File: src/rtl/ysyx_23060180_lsu.sv
// Load/store unit: moves core memory ops onto a variable-latency bus and steers byte lanes.
// Latency: accept at edge N, bus command in N+1, response one cycle after ack; early errors respond in N+1.
// Backpressure: req_ready only in IDLE; a response is held stable until resp_ready, blocking new requests.
//
// Ports:
//   clk, rstn                      clock, asynchronous active-low reset
//   req_valid/req_ready            request handshake: req_wr, req_func3, req_addr, req_wdata, req_rd
//   resp_valid/resp_ready          response handshake: resp_rdata, resp_rd, resp_err (0 ok, 1 misaligned, 2 timeout, 3 illegal)
//   mem_rd/mem_wr                  bus command, held until mem_ack: mem_addr, mem_wdata, mem_wstrb, mem_rdata
module ysyx_23060180_lsu #(
    parameter int XLEN    = 32,
    parameter int ADDR_W  = 32,
    parameter int TIMEOUT = 255,
    parameter int CNT_W   = 8
) (
    input  logic                clk,
    input  logic                rstn,
    input  logic                req_valid,
    output logic                req_ready,
    input  logic                req_wr,
    input  logic [2:0]          req_func3,
    input  logic [ADDR_W-1:0]   req_addr,
    input  logic [XLEN-1:0]     req_wdata,
    input  logic [4:0]          req_rd,
    output logic                resp_valid,
    input  logic                resp_ready,
    output logic [XLEN-1:0]     resp_rdata,
    output logic [4:0]          resp_rd,
    output logic [1:0]          resp_err,
    output logic                mem_rd,
    output logic                mem_wr,
    output logic [ADDR_W-1:0]   mem_addr,
    output logic [XLEN-1:0]     mem_wdata,
    output logic [XLEN/8-1:0]   mem_wstrb,
    input  logic [XLEN-1:0]     mem_rdata,
    input  logic                mem_ack
);

    localparam int NB    = XLEN / 8;
    localparam int OFF_W = $clog2(NB);
    // Counter value on the last bus cycle allowed before a timeout.
    localparam logic [CNT_W-1:0] TO_LAST = (TIMEOUT == 0) ? '0 : CNT_W'(TIMEOUT - 1);

    typedef enum logic [1:0] {S_IDLE, S_BUS, S_RESP} state_t;

    state_t              state;
    logic                wr_q;
    logic [2:0]          f3_q;
    logic [ADDR_W-1:0]   addr_q;
    logic [XLEN-1:0]     wdata_q;
    logic [4:0]          rd_q;
    logic [CNT_W-1:0]    cnt_q;
    logic [XLEN-1:0]     rdata_q;
    logic [4:0]          resp_rd_q;
    logic [1:0]          err_q;

    logic                illegal;
    logic                misaligned;
    logic [OFF_W-1:0]    off;
    logic [NB-1:0]       size_mask;
    logic [XLEN-1:0]     shifted;
    logic [XLEN-1:0]     ld_ext;

    // Request classification, evaluated on the incoming request in IDLE.
    always_comb begin
        illegal = 1'b0;
        if (req_wr) begin
            illegal = req_func3[2] || ((req_func3[1:0] == 2'b11) && (XLEN == 32));
        end else begin
            illegal = (req_func3 == 3'b111) ||
                      ((XLEN == 32) && ((req_func3 == 3'b011) || (req_func3 == 3'b110)));
        end
    end

    always_comb begin
        misaligned = 1'b0;
        case (req_func3[1:0])
            2'b00:   misaligned = 1'b0;
            2'b01:   misaligned = req_addr[0];
            2'b10:   misaligned = |req_addr[1:0];
            default: misaligned = |req_addr[2:0];
        endcase
    end

    // Lane steering from the captured request; stable for the whole bus phase.
    assign off = addr_q[OFF_W-1:0];

    always_comb begin
        size_mask = '0;
        case (f3_q[1:0])
            2'b00:   size_mask = NB'(8'h01);
            2'b01:   size_mask = NB'(8'h03);
            2'b10:   size_mask = NB'(8'h0F);
            default: size_mask = NB'(8'hFF);
        endcase
    end

    // Load data: bring the addressed lane to bit 0, then extend by size/signedness.
    assign shifted = mem_rdata >> {off, 3'b000};

    always_comb begin
        ld_ext = shifted;
        case (f3_q[1:0])
            2'b00:   ld_ext = f3_q[2] ? XLEN'(shifted[7:0])  : XLEN'($signed(shifted[7:0]));
            2'b01:   ld_ext = f3_q[2] ? XLEN'(shifted[15:0]) : XLEN'($signed(shifted[15:0]));
            2'b10:   ld_ext = f3_q[2] ? XLEN'(shifted[31:0]) : XLEN'($signed(shifted[31:0]));
            default: ld_ext = shifted;
        endcase
    end

    always_ff @(posedge clk or negedge rstn) begin
        if (!rstn) begin
            state     <= S_IDLE;
            wr_q      <= 1'b0;
            f3_q      <= '0;
            addr_q    <= '0;
            wdata_q   <= '0;
            rd_q      <= '0;
            cnt_q     <= '0;
            rdata_q   <= '0;
            resp_rd_q <= '0;
            err_q     <= '0;
        end else begin
            case (state)
                S_IDLE: begin
                    if (req_valid) begin
                        wr_q      <= req_wr;
                        f3_q      <= req_func3;
                        addr_q    <= req_addr;
                        wdata_q   <= req_wdata;
                        rd_q      <= req_rd;
                        cnt_q     <= '0;
                        rdata_q   <= '0;
                        resp_rd_q <= '0;
                        if (illegal) begin
                            err_q <= 2'd3;
                            state <= S_RESP;
                        end else if (misaligned) begin
                            err_q <= 2'd1;
                            state <= S_RESP;
                        end else begin
                            err_q <= 2'd0;
                            state <= S_BUS;
                        end
                    end
                end
                S_BUS: begin
                    // Ack takes priority, so an ack on the last allowed cycle still succeeds.
                    if (mem_ack) begin
                        err_q <= 2'd0;
                        state <= S_RESP;
                        if (!wr_q) begin
                            rdata_q   <= ld_ext;
                            resp_rd_q <= rd_q;
                        end
                    end else if ((TIMEOUT != 0) && (cnt_q == TO_LAST)) begin
                        err_q <= 2'd2;
                        state <= S_RESP;
                    end else begin
                        cnt_q <= cnt_q + 1'b1;
                    end
                end
                S_RESP: begin
                    if (resp_ready) begin
                        state <= S_IDLE;
                    end
                end
                default: state <= S_IDLE;
            endcase
        end
    end

    // Bus strobes decode straight from state so reset drops them without waiting for a clock.
    assign req_ready  = (state == S_IDLE);
    assign resp_valid = (state == S_RESP);
    assign resp_rdata = rdata_q;
    assign resp_rd    = resp_rd_q;
    assign resp_err   = err_q;
    assign mem_rd     = (state == S_BUS) && !wr_q;
    assign mem_wr     = (state == S_BUS) && wr_q;
    assign mem_addr   = {addr_q[ADDR_W-1:OFF_W], OFF_W'(0)};
    assign mem_wdata  = wdata_q << {off, 3'b000};
    assign mem_wstrb  = mem_wr ? (size_mask << off) : '0;

endmodule

File: config.mk
export PLATFORM = sky130hd
export DESIGN_NAME = ysyx_23060180_lsu
export DESIGN_NICKNAME = d
export VERILOG_FILES = /design/src/rtl/ysyx_23060180_lsu.sv
export SDC_FILE = /design/constraint.sdc
export NUM_CORES = 1
export LEC_CHECK = 0
export BUFFER_PORTS_ARGS = -buffer_cell sky130_fd_sc_hd__buf_2
export CAP_MARGIN = 20
export CORE_MARGIN = 2
export CORE_UTILIZATION = 50
export CTS_CLUSTER_SIZE = 25
export DETAILED_ROUTE_END_ITERATION = 6
export GPL_TIMING_DRIVEN = 0
export PLACE_DENSITY = 0.83
export SYNTH_ARGS = -nofsm -noshare
export SYNTH_HDL_FRONTEND = slang
export SYNTH_SLANG_ARGS = --single-unit
File: constraint.sdc
create_clock -name clk -period 2.2 [get_ports clk]
set_input_delay 0.11 -clock clk [delete_from_list [all_inputs] [get_ports clk]]
set_output_delay 0.11 -clock clk [all_outputs]
set_load 0.05 [all_outputs]
==> metrics, run 1 <==
power per cell area=1520 nW/um2; Row Count=40; metal3 WL=1670 um; area of the core=roughly 12,000 um2; crit path from=addr_q[1]$_DFFE_PN0P_; register area share after synthesis=about 49%; Synth top area share=49.2%; Setup crit start kind=flip-flop; MaxCap Viol Count=0; layout cell share with drive strength beyond 1=a little under a third; grt total ovfl=0; Initial Utilization=about 51%; clock period minus worst slack=2.12 ns; post-DP HPWL=13,300 um; skew final=between 0.007 and 0.008 ns; synth unique cells=47; Tightest Hold Check Type=primary input to flip-flop; dominant cell type by area after synthesis=dfrtp_1; Num CTS Buffers=17; H-tree depth=4; CP required=about 2.1 ns; Slew Limit Fails=0; worst-path fanout max=10; Metal-1 WL=8190 um; ANT cells=0; DR iter-0 viols=604; # nets final=roughly 1,100; worst path arrival time=2.01 ns; CTS tree=yes; vias in the first global route=~6,600; Worst setup EP type=output pin; Tightest Pin Transition=between 0.5 and 0.6 ns; crit path kind=flip-flop to output pin; Rel. slew slack=60.4%; DRC errors left=0; Detail Route met2 WL=10,600 um; Max clock buf depth=2; P&R area growth vs syn=44.8%; Pleak=4.87 nW; VDD IR max=0.00121 V; WL final=21,100 um; YS warnings=0; Final Util=around 75%; Syn Area/Cell=8.74 um2; drt pass-1 iters=5; largest cells by area after synthesis=dfrtp_1 49%, nand2_1 16%, mux2i_1 5.2%; filler cell count=876; synthesized flop and latch total=122; post-CTS setup buffer count=0; first-pass GRT wire length=32,700 um; reg2reg setup slack=~0.14 ns; initial antenna violation count=0; Num Clock Sinks=122; Chip Width=115 um; largest net degree at the start of global routing=71; per-cell routed wire length=~17 um; outcome=completed; Port Buffers=approximately 220; synthesized instance count=711; die height=~120 um; Multi-input gate area=2730 um2; Top-Level Pins=221; GRT Resource Usage Total=32.4%; Worst Min Path Start=resp_ready; Post-synth EDFFs=0; Root Buffer=clkbuf_16; Final Hold Viols=0; placer congestion estimate=0.889; TNS Setup=0 ns; Post-Synthesis Cell Area=6210 um2; ys flop type=dfrtp_1; Top Metal Used=met4; FMAX=471 MHz; antenna viol nets, final=0; clock-pin slew on the worst setup and hold paths=0.05 ns; async set-reset flop share out of synthesis=100%; via count of the routed design=6,471; die area=between 10,000 and 15,000 um2; reg-to-reg startpoint=state[1]$_DFFE_PN0P_; Via density=5.35; clock latency on the worst-skew pair=around 0.42 ns; Final Cycle Share=96.5%; Seq. cell area=~3100 um2; Final setup viols=0
[cells in the final DEF, fill, tap and decap left out, drive strengths merged, types with 3 or more instances in the layout]
master,netlist,routed
buf,52,266
nand2,257,257
dfrtp,122,122
dlygate4sd3,0,83
clkbuf,27,56
nand3,32,32
mux2i,32,32
o21ai,31,31
nor2,25,25
a21oi,19,19
nor2b,11,11
a211oi,11,11
and2,9,9
mux2,9,9
a221o,8,8
nand3b,8,8
a211o,8,8
o211ai,8,8
inv,6,6
nor3b,3,3
and3,3,3
clkinv,0,3
nor3,3,3
[state kept, by name, summed over array words and instances (netlist names)]
name        flops
resp_err        2
wr_q            1
cnt_q           8
addr_q         32
rd_q            5
resp_rd         5
state           2
wdata_q        32
resp_rdata     32
f3_q            3
[path summary, 6_finish.rpt]
path / end / cells past startpoint
max reg2reg: addr_q[2]$_DFFE_PN0P_ / 7
max: mem_wdata[24] / 6
min in group asynchronous: cnt_q[4]$_DFFE_PN0P_ / 2
min reg2reg: resp_rd[1]$_DFFE_PN0P_ / 2
min: state[1]$_DFFE_PN0P_ / 4
max in group asynchronous: wdata_q[27]$_DFFE_PN0P_ / 3
[cell families after synthesis]
| group | share of synthesized area [%] |
|---|---|
| compound gates | 10.4 |
| xor+xnor | 0.282 |
| fa+ha+maj | 0.403 |
| buf+inv | 7.55 |
| flops | 49.2 |
| mux | 7.21 |
| other cells | 0.0604 |
| simple gates | 24.9 |
[synth_stat cells, types with 3 or more instances]
master    count
and2_1        9
dfrtp_1     122
and3_1        3
a21oi_1      19
clkbuf_1     27
nand3_1      32
buf_4        32
o21ai_0      27
nor2_1       25
nor2b_1      11
a211oi_1     11
nand3b_1      8
inv_1         6
nand2_1     257
a211o_1       8
mux2_2        8
o211ai_1      8
o21ai_1       4
mux2i_1      32
nor3_1        3
a221o_1       8
buf_2        12
buf_1         6
[worst max-delay path: stages (launching register included)]
cell and delay (ns):
dfrtp_1 0.38, buf_6 0.16, clkbuf_4 0.25, clkbuf_4 0.28, a211oi_1 0.09, a21oi_1 0.14, buf_2 0.30
[metrics by stage]
| step | cells | setup slack (ns) | hold slack [ns] | power (mW) | instance area [um2] |
|---|---|---|---|---|---|
| 4_1_cts | 1210 | 0.00388 | 0.0129 | 13.4 | 8960 |
| 5_1_grt | 1209 | -0.00891 | 0.0230 | 14.3 | 9000 |
| 2_1_floorplan | 712 | 0.0202 | -0.186 | 8.98 | 6240 |
| 3_5_place_dp | 1099 | 0.0788 | 0.0968 | 10.7 | 7570 |
| 6_report | 1209 | 0.0780 | 0.0181 | 13.7 | 9000 |
| 3_3_place_gp | 1098 | -0.537 | 0.301 | 10.6 | 7540 |
[per-layer routing]
| metal | global-route usage, % | up-vias |
|---|---|---|
| met4 | 14.4 | 0 |
| met1 | 38.8 | 3057 |
| met2 | 53.7 | 370 |
| met5 | 0 | - |
| met3 | 10.3 | 64 |
| li1 | - | 2980 |
[power by group]
group	switching (mW)	internal, mW
Clock	0.949	1.53
Sequential	0.609	3.01
Combinational	5.39	2.21
Total	6.95	6.75
[repair_timing]
item / CTS / global route
resized for setup: 20 / 18
hold buffers: 83 / 0
endpoints found under the hold margin: 134 / 0
endpoints found under the setup margin: 28 / 24
[layout make-up]
type / count / area share [%]
inverter: 6 / 0.250
clock buffer: 26 / 5.55
clock inverter: 3 / 0.167
sequential: 122 / 33.9
timing repair buffer: 302 / 22.0
tap: 168 / 2.34
buffer: 77 / 5.35
multi-input combinational: 505 / 30.4
Power figures use the tool's default switching activity.
==> run 2: changes to the inputs <==
--- a/config.mk
+++ b/config.mk
@@ -7,12 +7,14 @@
 export LEC_CHECK = 0
 export BUFFER_PORTS_ARGS = -buffer_cell sky130_fd_sc_hd__buf_2
 export CAP_MARGIN = 20
+export CELL_PAD_IN_SITES_DETAIL_PLACEMENT = 1
+export CELL_PAD_IN_SITES_GLOBAL_PLACEMENT = 1
 export CORE_MARGIN = 2
-export CORE_UTILIZATION = 50
+export CORE_UTILIZATION = 36
 export CTS_CLUSTER_SIZE = 25
 export DETAILED_ROUTE_END_ITERATION = 6
 export GPL_TIMING_DRIVEN = 0
-export PLACE_DENSITY = 0.83
+export PLACE_DENSITY_LB_ADDON = 0.1
 export SYNTH_ARGS = -nofsm -noshare
 export SYNTH_HDL_FRONTEND = slang
 export SYNTH_SLANG_ARGS = --single-unit
==> metrics, run 2 (synthesis gave the netlist of run 1 again) <==
filler cell count=2,056 (+130%); Final Cycle Share=96.8% (+0.39 points); WL final=22,700 um (+7.4%); Post-Place Setup Slack=0.104 ns (+0.0250 ns); Setup crit start kind=flip-flop; P&R area growth vs syn=47.4%; Top-Level Pins=221 (unchanged); MaxCap Viol Count=0 (unchanged); CTS tree=yes; most frequent cells in the layout=257 x nand2_1, 211 x buf_2, 122 x dfrtp_1, 82 x dlygate4sd3_1, 45 x buf_4; crit path kind=flip-flop to output pin; critical path's top delay family=buffers and inverters; per-cell routed wire length=17.9 um (+2.5%); Slew Limit Fails=0 (unchanged); Port Buffers=218 (unchanged); Final Util=53.7% (-21 points); post-route insts no fill=1,267 (+4.8%); worst-path fanout max=10 (unchanged); CP dominant cell by count=clkbuf_4; Num Clock Sinks=122 (unchanged); first-pass GRT wire length=35,900 um (+10%); post-DP HPWL=16,100 um (+22%); Num CTS Buffers=17 (unchanged); Setup WS post-layout=0.0695 ns (-0.00852 ns); Final setup viols=0 (unchanged); clock-pin slew on the worst setup and hold paths=0.06 ns (about the same); Pleak=4.90 nW (+0.76%); WP buf/inv=4 (unchanged); DRC errors left=0 (unchanged); Root Buffer=clkbuf_16; Rel. slew slack=54.0% (-6.4 points); DR iter-0 viols=299 (-50%); Initial Utilization=36.4% (-15 points); Row Count=48 (+20%); largest net degree at the start of global routing=77 (+8.5%); Chip Width=135 um (+17%); Via density=5.03 (-6.1%); grt total ovfl=0 (unchanged); worst path arrival time=2.02 ns (about the same); GRT Resource Usage Total=25.4% (-6.9 points); # nets final=1,141 (-0.17%); VDD IR max=0.00118 V (-2.5%); Worst setup EP type=output pin; antenna viol nets, final=0 (unchanged); DP Cell Count=1,156 (+5.2%); area of the core=17,100 um2 (+41%); FMAX=469 MHz (-0.40%); vias in the first global route=6,853 (+4.3%); H-tree depth=4 (unchanged); Tightest Hold Check Type=primary input to flip-flop; Critical-path top delay cell=dfrtp_1; outcome=completed; die area=18,300 um2 (+37%); critical-path cell list=buf_6 > buf_4 > clkbuf_4 > a211oi_1 > a21oi_1 > clkbuf_4; layout cell share with drive strength beyond 1=31.2% (+0.55 points); skew final=0.00512 ns (-0.00246 ns); drt pass-1 iters=4 (-1); CP max stage delay=0.38 ns (about the same); CP required=2.09 ns (about the same); die height=135 um (+17%); ANT cells=0 (unchanged); Max clock buf depth=2 (unchanged); clock period minus worst slack=2.13 ns (+0.00852 ns); via count of the routed design=6,368 (-1.6%); initial antenna violation count=0 (unchanged); commonest non-fill, non-tap cell in the layout=nand2_1; power per cell area=1550 nW/um2 (+1.8%); clock latency on the worst-skew pair=0.42 ns (about the same); reg2reg setup slack=0.24 ns (+0.10 ns); Tightest Pin Transition=0.690 ns (+0.0960 ns); Final Hold Viols=0 (unchanged); placer congestion estimate=0.870 (-2.1%)
-- run 2: cell types whose count changed in the layout (fill, tap and decap cells not counted), sizes merged --
cell         before  now
inv               6    9
bufinv            0    4
dlygate4sd3      83   82
clkbuf           56   47
clkinvlp          0    3
buf             266  267
-- run 2: layer usage --
layer,vias up,GRT usage [%],routed length [um],share of wire (%)
met1,3169,31.9,9730,43
met4,0,7.99,407,1.8
met2,187,44.0,11300,50
li1,2982,-,-,-
met5,-,0,0,0
met3,30,5.46,1210,5.3
-- run 2: path summary, 6_finish.rpt --
check | start | end | cells past startpoint
min reg2reg | rd_q[0]$_DFFE_PN0P_ | resp_rd[0]$_DFFE_PN0P_ | 2
max reg2reg | state[1]$_DFFE_PN0P_ | f3_q[2]$_DFFE_PN0P_ | 7
min in group asynchronous | rstn | addr_q[16]$_DFFE_PN0P_ | 2
max | addr_q[1]$_DFFE_PN0P_ | mem_wdata[31] | 6
min | mem_rdata[31] | resp_rdata[31]$_DFFE_PN0P_ | 2
max in group asynchronous | rstn | wdata_q[19]$_DFFE_PN0P_ | 3
-- run 2: power breakdown --
part | switching [mW] | leakage (nW) | internal [mW] | total [mW]
Combinational | 5.29 | 3.03 | 2.21 | 7.50
Sequential | 0.630 | 1.57 | 3.01 | 3.64
Clock | 1.11 | 0.301 | 1.94 | 3.05
-- run 2: cell type report --
| cell class | instances | area [um2] | area share, % |
|---|---|---|---|
| Buffer | 76 | 472 | 5.15 |
| Clock buffer | 19 | 443 | 4.84 |
| Clock inverter | 13 | 191 | 2.09 |
| Inverter | 6 | 22.5 | 0.246 |
| Multi-Input combinational cell | 505 | 2720 | 29.7 |
| Sequential cell | 122 | 3050 | 33.3 |
| Tap cell | 225 | 282 | 3.07 |
| Timing Repair Buffer | 301 | 1970 | 21.5 |
-- run 2: what timing repair did --
| item | CTS | global route |
|---|---|---|
| hold endpoints to repair | 127 | 0 |
| hold buffers | 82 | 0 |
| setup buffers | 0 | 0 |
| resized for setup | 23 | 12 |
| setup endpoints to repair | 28 | 23 |
-- run 2: worst reg2reg max path, cell delays in order, from the launching register on --
cell and delay, ns:
dfrtp_1 0.45, nor2_2 0.14, and2_1 0.13, buf_2 0.23, buf_2 0.29, buf_1 0.45, nand2_1 0.14, nand2_1 0.08
-- run 2: stage by stage --
stage	TNS [ns]	hold slack [ns]	area, um2	power, mW
2_1_floorplan	0	-0.186	6240	8.98
3_3_place_gp	-69.92	0.301	7610	10.7
3_5_place_dp	0	0.0804	7640	10.9
4_1_cts	-0.00206	0.00893	9150	14.2
5_1_grt	-0.0147	0.0185	9160	14.9
6_report	0	0.0182	9160	14.2
==> run 3: changes to the inputs <==
==> constraint.sdc (replaced) <==
create_clock -name clk -period 2.39 [get_ports clk]
set_input_delay 0.1195 -clock clk [delete_from_list [all_inputs] [get_ports clk]]
set_output_delay 0.1195 -clock clk [all_outputs]
set_load 0.05 [all_outputs]
==> metrics, run 3 (synthesis gave the netlist of run 1 again) <==
Metal-1 WL=9570 um (-1.6%); hold endpoint=resp_rdata[28]$_DFFE_PN0P_; H-tree depth=4 (unchanged); Num Clock Sinks=122 (unchanged); Hold Slack=0.0147 ns (-0.00344 ns); Slew Limit Fails=0 (unchanged); DR iter-0 viols=300 (+0.33%); hold path cells=2 (unchanged); post-DP HPWL=15,600 um (-3.0%); CP required=2.27 ns (+0.18 ns); Detail Route met2 WL=11,600 um (+2.4%); largest net degree at the start of global routing=90 (+17%); layout cell share with drive strength beyond 1=30.6% (-0.58 points); clock-pin slew on the worst setup and hold paths=0.06 ns (about the same); grt total ovfl=0 (unchanged); FMAX=435 MHz; power per cell area=1440 nW/um2 (-7.3%); reg-to-reg endpoint=f3_q[2]$_DFFE_PN0P_; DRC errors left=0 (unchanged); Chip Width=135 um (unchanged); die area=18,300 um2 (unchanged); CTS tree=yes; Final Cycle Share=96.2%; antenna viol nets, final=0 (unchanged); TNS Setup=0 ns (unchanged); post-CTS setup buffer count=0 (unchanged); worst path arrival time=2.18 ns (+0.16 ns); Setup WS post-layout=0.0908 ns (+0.0213 ns); reg-to-reg startpoint=state[1]$_DFFE_PN0P_; per-cell routed wire length=17.8 um (-0.41%); filler cell count=2,047 (-0.44%); die height=135 um (unchanged); Worst Reg2Reg Path Length in Cells=7 (unchanged); Post-Place Setup Slack=0.247 ns (+0.143 ns); Final Cell Area=9140 um2 (-0.18%); placer congestion estimate=0.864 (-0.64%); Final Hold Viols=0 (unchanged); Setup crit start kind=flip-flop; most frequent cells in the layout=257 x nand2_1, 218 x buf_2, 122 x dfrtp_1, 80 x dlygate4sd3_1, 38 x buf_4; Via density=5.03 (about the same); Final setup viols=0 (unchanged); placed instance area=7630 um2 (-0.23%); skew final=0.00642 ns (+0.00130 ns); GRT Resource Usage Total=25.1% (-0.30 points); Final Util=53.6% (-0.095 points); initial antenna violation count=0 (unchanged); Worst Min Path Start=mem_rdata[28]; Tot Pwr=13.1 mW (-7.5%); crit path kind=flip-flop to output pin; clock period minus worst slack=2.30 ns; Top Metal Used=met4; metal3 WL=1060 um (-13%); WL final=22,600 um (-0.34%); Port Buffers=218 (unchanged); commonest non-fill, non-tap cell in the layout=nand2_1; P&R area growth vs syn=47.2%; VDD IR max=0.00121 V (+2.9%); Max clock buf depth=2 (unchanged); MaxCap Viol Count=0 (unchanged); post-route insts no fill=1,268 (+0.079%); area of the core=17,100 um2 (unchanged); via count of the routed design=6,379 (+0.17%); drt pass-1 iters=4 (unchanged); vias in the first global route=6,801 (-0.76%); worst-path fanout max=10 (unchanged); Rel. slew slack=54.9% (+0.89 points); clock latency on the worst-skew pair=0.42 ns (about the same); Top-Level Pins=221 (unchanged); Pleak=4.91 nW (+0.10%); Worst setup EP type=output pin; outcome=completed; reg2reg setup slack=0.38 ns (+0.14 ns); Num CTS Buffers=17 (unchanged); Root Buffer=clkbuf_16; Tightest Pin Transition=0.677 ns (-0.0134 ns); DP Cell Count=1,156 (unchanged); Row Count=48 (unchanged); first-pass GRT wire length=35,400 um (-1.6%); Initial Utilization=36.4% (unchanged); # nets final=1,141 (unchanged); Tightest Hold Check Type=primary input to flip-flop
[run 3: cell types whose count changed in the layout (fill, tap and decap cells not counted), moves of 3 or more]
cell,before,now
buf_2,211,218
o21ai_0,24,27
inv_6,3,0
clkbuf_1,19,22
clkbuf_8,1,4
o21ai_1,7,4
buf_4,45,38
[run 3: metal layers]
metal / up-vias / GRT usage (%)
li1: 2975 / -
met1: 3180 / 31.3
met2: 196 / 44.2
met3: 28 / 4.68
met4: 0 / 8.10
met5: - / 0
[run 3: layout make-up]
| class | count | area (um2) | area share [%] |
|---|---|---|---|
| diodes | 1 | 2.50 | 0.0274 |
| inverters | 6 | 22.5 | 0.246 |
| clock buffers | 22 | 484 | 5.30 |
| multi-input cells | 505 | 2700 | 29.6 |
| repair buffers | 299 | 1940 | 21.3 |
| flip-flops and latches | 122 | 3050 | 33.4 |
| plain buffers | 78 | 464 | 5.08 |
| well taps | 225 | 282 | 3.08 |
| clock inverters | 10 | 188 | 2.05 |
[run 3: worst max path at each step]
| stage | slack [ns] | cells after the start | start | endpoint |
|---|---|---|---|---|
| 2_1_floorplan | 0.004 | 5 | addr_q[0]$_DFFE_PN0P_ | mem_wstrb[2] |
| 3_3_place_gp | -0.47 | 1 | rstn | wdata_q[3]$_DFFE_PN0P_ |
| 3_5_place_dp | 0.25 | 6 | addr_q[1]$_DFFE_PN0P_ | mem_wdata[9] |
| 4_1_cts | 0.003 | 6 | addr_q[1]$_DFFE_PN0P_ | mem_wdata[17] |
| 5_1_grt | -0.01 | 6 | addr_q[1]$_DFFE_PN0P_ | mem_wdata[16] |
| 6_report | 0.09 | 6 | addr_q[1]$_DFFE_PN0P_ | mem_wdata[16] |
[run 3: worst max-delay path, stage by stage (launching register included)]
cell and delay (ns):
dfrtp_1 0.39, buf_6 0.16, clkbuf_4 0.27, buf_4 0.25
mux2i_1 0.12, o21ai_0 0.25, clkbuf_4 0.30
[run 3: repair_timing]
item,4_1_cts,5_1_grt
setup endpoints to repair,25,21
hold buffers,80,0
resized for setup,8,16
pin swaps,0,0
endpoints found under the hold margin,112,0
[run 3: report_power, final]
group          switching (mW)  internal, mW  leakage (nW)
Combinational            4.90          1.97          3.01
Sequential              0.539          2.77          1.57
Clock                   0.977          1.96         0.323
